`src/rtl/cb_cfg_loader.sv`:
```
`default_nettype none
// ============================================================================
// cb_cfg_loader: serializes host config words LSB-first onto the CB chain,
// framed by prgm_b, and checks that the enable token comes back.
// Rev 1.0
// ============================================================================
module cb_cfg_loader #(
  parameter int WORD_W      = 8,
  parameter int CHAIN_LEN   = 48,
  parameter int NUM_CB      = 4,
  parameter int TOK_TIMEOUT = 16
) (
  input  logic              clk,
  input  logic              reset,
  input  logic              start,
  input  logic [WORD_W-1:0] word_in,
  input  logic              word_valid,
  output logic              word_ready,
  output logic              bit_out,
  output logic              cb_prgm_b,
  output logic              prgm_b,
  output logic              tok_out,
  input  logic              tok_in,
  output logic              busy,
  output logic              done,
  output logic              err,
  output logic [7:0]        bit_count
);

  localparam int c_total = NUM_CB * CHAIN_LEN;
  localparam int c_sub_w = (WORD_W > 1) ? $clog2(WORD_W) : 1;
  localparam int c_tmo_w = $clog2(TOK_TIMEOUT + 1);

  localparam logic [c_sub_w-1:0] c_sub_last = c_sub_w'(WORD_W - 1);
  localparam logic [7:0]         c_cnt_last = 8'(c_total - 1);
  localparam logic [c_tmo_w-1:0] c_tmo_last = c_tmo_w'(TOK_TIMEOUT - 1);

  localparam logic [2:0] c_st_idle  = 3'd0;
  localparam logic [2:0] c_st_fetch = 3'd1;
  localparam logic [2:0] c_st_shift = 3'd2;
  localparam logic [2:0] c_st_check = 3'd3;
  localparam logic [2:0] c_st_done  = 3'd4;

  logic [2:0]         r_state;
  logic [2:0]         w_state_nxt;
  logic [WORD_W-1:0]  r_shreg;
  logic [c_sub_w-1:0] r_sub_cnt;
  logic [7:0]         r_bit_count;
  logic [c_tmo_w-1:0] r_tmo;
  logic               r_tok_seen;
  logic               r_tok_out;
  logic               r_done;
  logic               r_err;

  logic w_idle_like;
  logic w_accept_start;
  logic w_active;
  logic w_last_bit;
  logic w_last_total;
  logic w_tok_hit;

  assign w_idle_like    = (r_state == c_st_idle) || (r_state == c_st_done);
  assign w_accept_start = w_idle_like && start;
  assign w_active       = (r_state == c_st_fetch) || (r_state == c_st_shift) ||
                          (r_state == c_st_check);
  // A word ends early when the chain is full; leftover high bits are dropped.
  assign w_last_total   = (r_bit_count == c_cnt_last);
  assign w_last_bit     = (r_sub_cnt == c_sub_last) || w_last_total;
  assign w_tok_hit      = r_tok_seen || tok_in;

  always_ff @(posedge clk) begin
    if (reset) begin
      r_state <= c_st_idle;
    end else begin
      r_state <= w_state_nxt;
    end
  end

  always_comb begin
    w_state_nxt = r_state;
    case (r_state)
      c_st_idle, c_st_done: begin
        if (start) w_state_nxt = c_st_fetch;
      end
      c_st_fetch: begin
        if (word_valid) w_state_nxt = c_st_shift;
      end
      c_st_shift: begin
        if (w_last_bit) w_state_nxt = w_last_total ? c_st_check : c_st_fetch;
      end
      c_st_check: begin
        if (w_tok_hit || (r_tmo == c_tmo_last)) w_state_nxt = c_st_done;
      end
      default: w_state_nxt = c_st_idle;
    endcase
  end

  always_comb begin
    word_ready = 1'b0;
    cb_prgm_b  = 1'b0;
    bit_out    = 1'b0;
    prgm_b     = w_active;
    busy       = w_active;
    case (r_state)
      c_st_fetch: word_ready = 1'b1;
      c_st_shift: begin
        cb_prgm_b = 1'b1;
        bit_out   = r_shreg[0];
      end
      default: ;
    endcase
  end

  always_ff @(posedge clk) begin
    if (reset) begin
      r_shreg     <= '0;
      r_sub_cnt   <= '0;
      r_bit_count <= '0;
      r_tmo       <= '0;
      r_tok_seen  <= 1'b0;
      r_tok_out   <= 1'b0;
      r_done      <= 1'b0;
      r_err       <= 1'b0;
    end else begin
      r_tok_out <= 1'b0;
      if (w_accept_start) begin
        r_tok_out   <= 1'b1;
        r_done      <= 1'b0;
        r_err       <= 1'b0;
        r_bit_count <= '0;
        r_tok_seen  <= 1'b0;
      end
      // Token may return at any point once the load is under way.
      if (w_active && tok_in) begin
        r_tok_seen <= 1'b1;
      end
      if ((r_state == c_st_fetch) && word_valid) begin
        r_shreg   <= word_in;
        r_sub_cnt <= '0;
      end
      if (r_state == c_st_shift) begin
        r_shreg     <= r_shreg >> 1;
        r_sub_cnt   <= r_sub_cnt + 1'b1;
        r_bit_count <= r_bit_count + 1'b1;
        r_tmo       <= '0;
      end
      if (r_state == c_st_check) begin
        r_tmo <= r_tmo + 1'b1;
        if (w_tok_hit) begin
          r_done <= 1'b1;
        end else if (r_tmo == c_tmo_last) begin
          r_err <= 1'b1;
        end
      end
    end
  end

  assign tok_out   = r_tok_out;
  assign done      = r_done;
  assign err       = r_err;
  assign bit_count = r_bit_count;

endmodule
`default_nettype wire

```
`config.mk`:
```
export PLATFORM = sky130hd
export DESIGN_NAME = cb_cfg_loader
export DESIGN_NICKNAME = d
export VERILOG_FILES = /design/src/rtl/cb_cfg_loader.sv
export SDC_FILE = /design/constraint.sdc
export NUM_CORES = 1
export LEC_CHECK = 0
export CORE_MARGIN = 4
export CORE_UTILIZATION = 30
export CTS_CLUSTER_DIAMETER = 120
export DETAILED_ROUTE_END_ITERATION = 10
export PLACE_DENSITY = 0.64
export SLEW_MARGIN = 30
export SYNTH_ARGS = -nofsm -noshare
export SYNTH_HDL_FRONTEND = slang
export SYNTH_SLANG_ARGS = --single-unit
```
`constraint.sdc`:
```
create_clock -name clk -period 1.8 [get_ports clk]
set_input_delay 0.54 -clock clk [delete_from_list [all_inputs] [get_ports clk]]
set_output_delay 0.54 -clock clk [all_outputs]
set_load 0.1 [all_outputs]
```
==> results of run 1 <==
-- metal layers --
metal	wire, µm	part of all wire	up-vias	global-route usage
met5	0	0	-	0
met4	59	0.016	0	0.0456
met3	129	0.036	5	0.0370
met2	1720	0.48	23	0.199
met1	1690	0.47	664	0.147
li1	-	-	719	-
-- flip-flops by register name, summed over array words and instances, names as in the netlist, 3 cells and up --
signal,cells
r_tmo,5
r_sub_cnt,3
r_shreg,8
bit_count,8
r_state,3
-- final cells by class --
class,count,area [µm²],area share
clock buffer,7,86.3,0.0379
clock inverter,1,5.00,0.00220
inverter,2,12.5,0.00550
multi-input combinational,136,882,0.388
sequential,31,637,0.280
tap,70,87.6,0.0385
timing repair buffer,43,566,0.248
-- worst min-delay path by stage --
stage                     startpoint               endpoint  slack (ns)  depth (start not counted)
2_1_floorplan  r_tmo[1]$_SDFFE_PP0P_  r_tmo[1]$_SDFFE_PP0P_        0.45                          2
3_3_place_gp   r_tmo[1]$_SDFFE_PP0P_  r_tmo[1]$_SDFFE_PP0P_        0.46                          2
3_5_place_dp   r_tmo[1]$_SDFFE_PP0P_  r_tmo[1]$_SDFFE_PP0P_        0.47                          2
4_1_cts        r_tmo[1]$_SDFFE_PP0P_  r_tmo[1]$_SDFFE_PP0P_        0.48                          2
5_1_grt        r_tmo[1]$_SDFFE_PP0P_  r_tmo[1]$_SDFFE_PP0P_        0.50                          2
6_report       r_tmo[1]$_SDFFE_PP0P_  r_tmo[1]$_SDFFE_PP0P_        0.47                          2
-- per-stage QoR --
step | hold WS [ns] | TNS, ns | std cells
2_1_floorplan | 0.449 | -2.55 | 182
4_1_cts | 0.477 | -0.337 | 289
5_1_grt | 0.502 | -0.549 | 290
6_report | 0.474 | -0.215 | 290
3_3_place_gp | 0.464 | -1.14 | 278
3_5_place_dp | 0.467 | -1.30 | 278
-- synth_stat cells, types with 2 or more instances --
cell and count:
dfxtp_1 31, buf_6 2, nand4_1 5, mux2_1 3, or4_1 2, and3_1 3
nor2b_1 2, buf_2 2, nor3b_1 2, nand3b_1 2, and2_1 3, clkbuf_1 6
nor2_1 29, ha_1 5, a311oi_2 3, a21oi_1 16, nand3_1 3, a22oi_1 4
nand2_1 23, nor3_1 3, a311oi_1 5, o21ai_0 3, o31ai_1 2
-- logic make-up after synthesis --
family / count (synthesis) / synth area share
AND/OR/NAND/NOR: 88 / 0.281
multiplexers: 5 / 0.0375
buffers and inverters: 15 / 0.0702
adder cells (fa/ha/maj): 5 / 0.0399
AO/OA/AOI/OAI: 38 / 0.176
flip-flops: 31 / 0.396
-- layout by cell type, fill, tap and decap left out, types with 4 or more instances in the layout --
cell type | synthesis | layout
a21oi_1 | 16 | 16
a22oi_1 | 4 | 4
a311oi_1 | 5 | 4
a311oi_2 | 3 | 4
buf_12 | 1 | 17
buf_4 | 1 | 14
clkbuf_8 | 0 | 6
clkdlybuf4s50_1 | 0 | 12
dfxtp_1 | 31 | 22
dfxtp_2 | 0 | 7
ha_1 | 5 | 4
nand2_1 | 23 | 23
nand4_1 | 5 | 5
nor2_1 | 29 | 26
-- power by group --
part | internal, mW | leakage, nW | switching (mW) | total [mW]
Clock | 0.308 | 0.0482 | 0.252 | 0.560
Sequential | 0.770 | 0.257 | 0.0564 | 0.826
Combinational | 0.451 | 0.573 | 0.705 | 1.16
-- worst reg2reg max path, stage by stage (launching register included) --
cell	delay [ns]
dfxtp_1	0.31
ha_1	0.21
and3_1	0.19
ha_2	0.19
or4_4	0.49
a311oi_2	0.24
-- timing repair --
| action | in CTS | in global routing |
|---|---|---|
| hold endpoints to repair | 0 | 0 |
| pin swaps | 1 | 1 |
| hold buffers | 0 | 0 |
| endpoints found under the setup margin | 5 | 15 |
| buffers inserted | 3 | 3 |
| gates resized for setup | 0 | 5 |
==> metrics.txt, run 1 <==
Worst Clk Skew=just over 0.009 ns; Initial Util=0.309; worst skew pair latency=approximately 0.28 ns; failing checks=negative setup slack; Yosys reg bits=31; Main synth FF type=dfxtp_1; register area share after synthesis=0.396; Synth area leaders=dfxtp_1, nor2_1, nand2_1; RSZ-0062 raised after global routing=true; IO Count=29; Mapped Nets=200; area leader, netlist=dfxtp_1; R2R depth=5; crit-path leading delay family=simple AND/OR/NAND/NOR gates; post-DR wirelength/cell=12.4 µm; Final setup viols=3; HP Class=flop to flop; Post-DP Area=0.00214 mm²; number of I/O port buffers=28; Final nets=237; Mapped Cells=182; status=finished, violations left; max_slew headroom=0.699; synthesis-to-layout area growth=45.1%; Pleak=0.878 nW; Syn. warnings=0; Critical Path Start=r_state[0]$_SDFFE_PP0P_; largest net degree at the start of global routing=32; CP Depth=4; maximum VDD drop=0.597 mV; Crit Path Max Fanout=4; drt via density=about 4.9; fill cell count=507; Critical Path Source Type=flop; DP Worst Slack=-0.178 ns; nature of the critical path endpoint=output port; Util after Layout=0.448; CP max stage delay=between 0.4 and 0.5 ns; critical-path cell list=or3b_4 > clkinv_4 > and2_4 > buf_12; Synth Cell Area=0.00157 mm²; final antenna-violating net count=0; CTS Buf Count=5; Synth Area per Inst=8.62 µm²; Setup CP Type=flop to output port; global-route wire length before repair=approximately 6 mm; maxcap violations=0; Site Rows=26; die area=0.00645 mm²; HPWL Detailed=around 2.4 mm; H-tree levels=2; layout cells sized above 1=0.300; setup ws final=-0.116 ns; Clock Pin Slew Worst Setup and Hold Paths=0.06 ns; initial drt markers=81; Critical Path RT=about 1.3 ns; Critical Path End=bit_out; Final period util=1.06; Slew Limit Fails=0; clk root buf=clkbuf_8; Clock Path Buffers=2; FFs w/ async S/R, synth=0; Detailed Routing Iterations Pass 1=4; CP max-delay cell=or3b_4; Post-synth EDFFs=0; total routed wirelength=3.60 mm; Hold Violations, Final=0; fmax=0.522 GHz; initial antenna violation count=0; R2R Path Start=r_tmo[0]$_SDFFE_PP0P_; vias in the first global route=1,367; Overflow after GRT=0; Core Region=0.00507 mm²; CP bufs+invs=2; Total Power=2.54 mW; total number of vias=1,411; Die H=80.3 µm; R2R setup slack=0.07 ns; CTS tree=done; final instance area=0.00228 mm²; number of library cell types mapped by synthesis=46; All-Layer GR Usage=0.121; crit path time final=approximately 1.9 ns; Inserted Diodes=0; CP arrival=around 1.4 ns; pwr/cell area=1120 mW/mm²; DIE WIDTH=80.3 µm; share of the synthesized area in the top cell type=0.396; DRC violations left=0; Reg-to-Reg End=r_state[1]$_SDFFE_PP0P_; slew of the pin with the lowest slew margin=0.448 ns; CTS sink cnt=31; global placer's final weighted congestion=0.722
Power figures use the tool's default switching activity.
==> inputs of run 2 (changes only) <==
--- a/config.mk
+++ b/config.mk
@@ -9,8 +9,10 @@
 export CORE_UTILIZATION = 30
 export CTS_CLUSTER_DIAMETER = 120
 export DETAILED_ROUTE_END_ITERATION = 10
-export PLACE_DENSITY = 0.64
+export PLACE_DENSITY = 0.62
+export RECOVER_POWER = 50
 export SLEW_MARGIN = 30
 export SYNTH_ARGS = -nofsm -noshare
 export SYNTH_HDL_FRONTEND = slang
 export SYNTH_SLANG_ARGS = --single-unit
+export TNS_END_PERCENT = 100
==> constraint.sdc (replaced) <==
create_clock -name clk -period 1.98 [get_ports clk]
set_input_delay 0.594 -clock clk [delete_from_list [all_inputs] [get_ports clk]]
set_output_delay 0.594 -clock clk [all_outputs]
set_load 0.1 [all_outputs]
==> run 2 against run 1 <==
  * The flow now finishes without violations
  * Cell count decreased by 0.69%
  * Non-clock buffer count decreased by 2
  * Setup slack improved by 0.13 ns
  * Combinational power decreased by 13%
  * Utilization decreased by 3.9 points
  * Routed wire length decreased by 0.53%
  * Count of clock-buffer cells in the layout unchanged
  * Design area decreased by 8.6%
==> metrics.txt, run 2 (synthesis gave the netlist of run 1 again) <==
status=finished clean; pwr/cell area=1080 mW/mm²; initial antenna violation count=0; Initial Util=0.309; Inserted Diodes=0; CP arrival=approximately 1.4 ns; Crit Path Max Fanout=3; Pleak=0.820 nW; Critical Path Source Type=flop; maximum VDD drop=0.395 mV; sequential share of power=0.334; Final nets=around 240; Hold Violations, Final=0; Storage cell area=628 µm²; HPWL Detailed=between 2 and 2.5 mm; Hold Buf Count CTS=0; Die H=80.3 µm; RSZ-0062 raised after global routing=true; gr busiest metal=met2; nature of the critical path endpoint=output port; Reg-to-Reg End=r_state[1]$_SDFFE_PP0P_; maxcap violations=0; Setup CP Type=flop to output port; CTS Buf Count=5; R2R Path Start=r_tmo[0]$_SDFFE_PP0P_; Net Sw Frac=0.409; R2R setup slack=0.21 ns; DRC violations left=0; Worst Clk Skew=roughly 0.0053 ns; vias in the first global route=between 1,000 and 1,500; layout cells sized above 1=0.261; global-route wire length before repair=6.18 mm; commonest cells after routing, fill and taps aside=nor2_1, dfxtp_1, nand2_1, a21oi_1, buf_4; fmax=~0.51 GHz; final instance area=0.00208 mm²; final antenna-violating net count=0; synthesis-to-layout area growth=32.5%; post-route setup TNS=0 ns; met2 GRT Util=0.180; grt met3 use=0.0359; Post-DP Area=roughly 0.0021 mm²; All-Layer GR Usage=0.122; total routed wirelength=3.58 mm; multi-input combinational cell area=roughly 870 µm²; CTS tree=done; H-tree levels=2; total number of vias=1,404; clk root buf=clkbuf_8; Net Sw Power=0.916 mW; fill cell count=525; largest net degree at the start of global routing=32; Site Rows=26; slew of the pin with the lowest slew margin=0.692 ns; Final period util=0.993; DIE WIDTH=between 80 and 90 µm; HP Class=flop to flop; CTS sink cnt=31; initial drt markers=89; Overflow after GRT=0; Clock Pin Slew Worst Setup and Hold Paths=0.07 ns; post-DR wirelength/cell=12.4 µm; Detailed Routing Iterations Pass 1=4; Util after Layout=0.410; max_slew headroom=0.539; internal power=1.33 mW; Critical Path Start=r_state[0]$_SDFFE_PP0P_; drt via density=just under 5; Critical Path RT=1.39 ns; Clock Path Buffers=2; R2R depth=5; die area=0.00645 mm²; IO Count=29; GRT met1 Usage=0.167; Core Region=a little over 0.005 mm²; clock share of power=0.215; combinational share of power=0.451; Critical Path End=bit_out; worst skew pair latency=roughly 0.28 ns; most common cell after layout, fill and taps aside=nor2_1; crit path time final=1.97 ns; final worst hold slack=0.455 ns; number of I/O port buffers=28; Slew Limit Fails=0; Final setup viols=0; global placer's final weighted congestion=between 0.7 and 0.8
run 2: per-layer routing:
metal  vias up  wire (µm)
met4         0         53
met5         -          0
met1       668       1750
li1        713          -
met2        19       1670
met3         4        104
run 2: timing repair:
item                       in CTS  in global routing
buffers inserted                2                  1
pin swaps                       1                  0
setup endpoints to repair       1                  3
resized for setup               0                  2
run 2: through the flow:
stage / instances / power (mW) / setup WS, ns
finish: 288 / 2.24 / 0.0145
global route: 288 / 2.36 / -0.0356
CTS: 287 / 2.28 / -0.0128
detailed placement: 277 / 1.78 / -0.0613
global placement: 277 / 1.78 / -0.0366
floorplan: 182 / 1.53 / -0.199
run 2: how the worst min path moves through the flow:
stage          cells after the start  slack (ns)                       to                    start
2_1_floorplan                      2        0.45    r_tmo[1]$_SDFFE_PP0P_    r_tmo[1]$_SDFFE_PP0P_
3_3_place_gp                       2        0.46  r_shreg[3]$_SDFFE_PP0P_  r_shreg[4]$_SDFFE_PP0P_
3_5_place_dp                       2        0.47  r_shreg[3]$_SDFFE_PP0P_  r_shreg[4]$_SDFFE_PP0P_
4_1_cts                            2        0.48  r_shreg[3]$_SDFFE_PP0P_  r_shreg[4]$_SDFFE_PP0P_
5_1_grt                            2        0.50           err$_SDFF_PP0_           err$_SDFF_PP0_
6_report                           2        0.46           err$_SDFF_PP0_           err$_SDFF_PP0_
run 2: power groups by stage:
stage               sequential, mW  combinational (mW)  clock, mW
global placement             0.762                1.02          0
CTS                          0.751                1.04      0.495
global route                 0.760                1.08      0.519
detailed placement           0.765                1.02          0
floorplan                    0.806               0.725          0
finish                       0.749                1.01      0.481
run 2: worst max-delay path, stage by stage (launching register included):
cell,delay (ns)
dfxtp_1,0.31
or3b_4,0.41
clkinv_4,0.06
and2_4,0.14
buf_12,0.16
run 2: area by class of cell:
| type | instances | area share |
|---|---|---|
| Multi-Input combinational cell | 136 | 0.418 |
| Sequential cell | 31 | 0.302 |
| Timing Repair Buffer | 41 | 0.193 |
| Tap cell | 70 | 0.0421 |
| Clock buffer | 7 | 0.0367 |
| Inverter | 2 | 0.00602 |
| Clock inverter | 1 | 0.00241 |
==> inputs of run 3 (changes only) <==
--- a/config.mk
+++ b/config.mk
@@ -5,6 +5,7 @@
 export SDC_FILE = /design/constraint.sdc
 export NUM_CORES = 1
 export LEC_CHECK = 0
+export ABC_AREA = 1
 export CORE_MARGIN = 4
 export CORE_UTILIZATION = 30
 export CTS_CLUSTER_DIAMETER = 120
==> run 3 against run 2 <==
  * Hold slack better by 0.0049 ns
  * Synthesized cell count up 18%
  * Maximum frequency is 4.6% higher
  * First-iteration DRC count down 10%
  * Count of clock-buffer cells in the layout unchanged
  * Clock skew grew 0.0020 ns
  * Critical path type unchanged
==> metrics.txt, run 3 <==
most common cell after layout, fill and taps aside=nand2_1; max_slew headroom=0.639; area leader, netlist=dfxtp_1; Pleak=0.850 nW; Synth Cell Area=around 0.0015 mm²; Crit Path Max Fanout=4; Syn. warnings=0; Die H=78.9 µm; Hold Buf Count CTS=0; Setup CP Type=flop to output port; initial drt markers=80; Worst Clk Skew=0.00727 ns; Main synth FF type=dfxtp_1; HP Class=flop to flop; synthesis-to-layout area growth=37.0%; critical-path cell list=inv_2 > nor2_2 > nand2_2 > inv_1 > buf_12; Detailed Routing Iterations Pass 1=4; CP max-delay cell=dfxtp_1; nature of the critical path endpoint=output port; H-tree levels=2; fill cell count=496; vias in the first global route=1,348; total number of vias=1,432; Util after Layout=0.432; placed cell count=between 300 and 400; maximum VDD drop=0.575 mV; maxcap violations=0; Final nets=268; fmax=0.532 GHz; CTS Buf Count=5; Critical Path RT=1.39 ns; RSZ-0062 raised after global routing=false; PostCTS Resize Cnt=0; final worst hold slack=between 0.4 and 0.5 ns; commonest cells after routing, fill and taps aside=nand2_1, nor2_1, dfxtp_1, a21oi_1, inv_1; most common cell in the netlist=nand2_1; total setup buffers inserted after CTS=0; Post-synth EDFFs=0; synth cell count leaders=nand2_1, dfxtp_1, nor2_1; Hold Violations, Final=0; number of I/O port buffers=28; Mapped Nets=233; Critical Path Source Type=flop; CP max stage delay=0.38 ns; post-DR wirelength/cell=10.7 µm; number of library cell types mapped by synthesis=23; Site Rows=25; register area share after synthesis=0.412; HPWL Detailed=2.56 mm; Finished Layout Cells=318; layout cells sized above 1=0.171; initial antenna violation count=0; worst skew pair latency=0.28 ns; Overflow after GRT=0; CTS tree=done; FFs w/ async S/R, synth=0; CP bufs+invs=3; Clock Path Buffers=2; slew of the pin with the lowest slew margin=0.541 ns; crit-path leading delay family=buffers and inverters; die area=0.00622 mm²; drt via density=about 4.5; Slew Limit Fails=0; status=finished clean; Final setup viols=0; Inserted Diodes=0; DRC violations left=0; Initial Util=0.315; Core Region=0.00479 mm²; CP arrival=1.28 ns; largest net degree at the start of global routing=13; Mapped Cells=215; IO Count=29; Synth area leaders=dfxtp_1, nand2_1, nor2_1; global-route wire length before repair=5.89 mm; Yosys reg bits=31; DIE WIDTH=between 70 and 80 µm; final antenna-violating net count=0; crit path time final=1.88 ns; CTS sink cnt=31; pwr/cell area=1430 mW/mm²; Clock Pin Slew Worst Setup and Hold Paths=0.06 ns; Final period util=0.949; clk root buf=clkbuf_8; share of the synthesized area in the top cell type=0.412; All-Layer GR Usage=0.120; Synth Area per Inst=7.01 µm²; global placer's final weighted congestion=0.776; total routed wirelength=3.39 mm
[run 3: cell count changes after synthesis, sizes merged, moves of 4 or more]
cell    previous run  this run
nand2             24        61
inv                2        20
o21ai              4        18
a311oi             8         0
a21oi             16        23
nand3              3        10
nor2              30        36
a22oi              4         0
clkbuf             6         2
mux2               4         0
nand4              5         1
[run 3: final timing paths]
kind / slack [ns] / depth (start not counted) / to / from
hold / removal: 0.46 / 1 / r_tmo[3]$_SDFFE_PP0P_ / r_tmo[3]$_SDFFE_PP0P_
setup / recovery: 0.10 / 5 / word_ready / r_state[0]$_SDFFE_PP0P_
hold reg to reg: 0.46 / 1 / r_tmo[3]$_SDFFE_PP0P_ / r_tmo[3]$_SDFFE_PP0P_
setup reg to reg: 0.44 / 11 / r_state[1]$_SDFFE_PP0P_ / r_tmo[0]$_SDFFE_PP0P_
[run 3: per-layer routing]
metal | up-vias | routed length, µm | GRT usage
met3 | 8 | 159 | 0.0272
met2 | 25 | 1530 | 0.183
li1 | 763 | - | -
met1 | 636 | 1620 | 0.158
met5 | - | 0 | 0
met4 | 0 | 83 | 0.0619
[run 3: kinds of logic after synthesis]
group	count (synthesis)	share of synthesized area
flip-flops	31	0.412
adder cells (fa/ha/maj)	5	0.0415
AND/OR/NAND/NOR	109	0.311
AO/OA/AOI/OAI	44	0.152
buffers and inverters	26	0.0838
[run 3: where the power goes]
part	switching (mW)	total [mW]	internal, mW
Clock	0.228	0.474	0.246
Combinational	1.10	1.61	0.515
Sequential	0.107	0.875	0.768
[run 3: cell type report]
cell class	count	area, µm²	share of cell area
clock buffers	7	76.3	0.0369
flip-flops and latches	31	624	0.302
multi-input cells	158	782	0.379
clock inverters	1	5.00	0.00242
inverters	20	80.1	0.0388
repair buffers	34	414	0.200
well taps	67	83.8	0.0406
[run 3: worst reg2reg max path, cell delays in order, from the launching register on]
cell	delay (ns)
dfxtp_1	0.37
ha_1	0.18
nand2_1	0.07
nor2_1	0.10
ha_1	0.18
inv_1	0.04
nand2_1	0.05
nor2_1	0.05
nor2_2	0.14
nand2_1	0.08
nor2_1	0.12
nor2_1	0.05
[run 3: per-stage QoR]
stage | total power, mW | TNS [ns] | worst slack, ns | area, µm²
finish | 2.96 | 0 | 0.102 | 2070
global placement | 2.52 | 0 | 0.0778 | 2050
floorplan | 2.07 | -0.0209 | -0.0209 | 1530
CTS | 3.01 | 0 | 0.0126 | 2130
global route | 3.17 | 0 | 0.00850 | 2070
detailed placement | 2.53 | 0 | 0.0531 | 2050
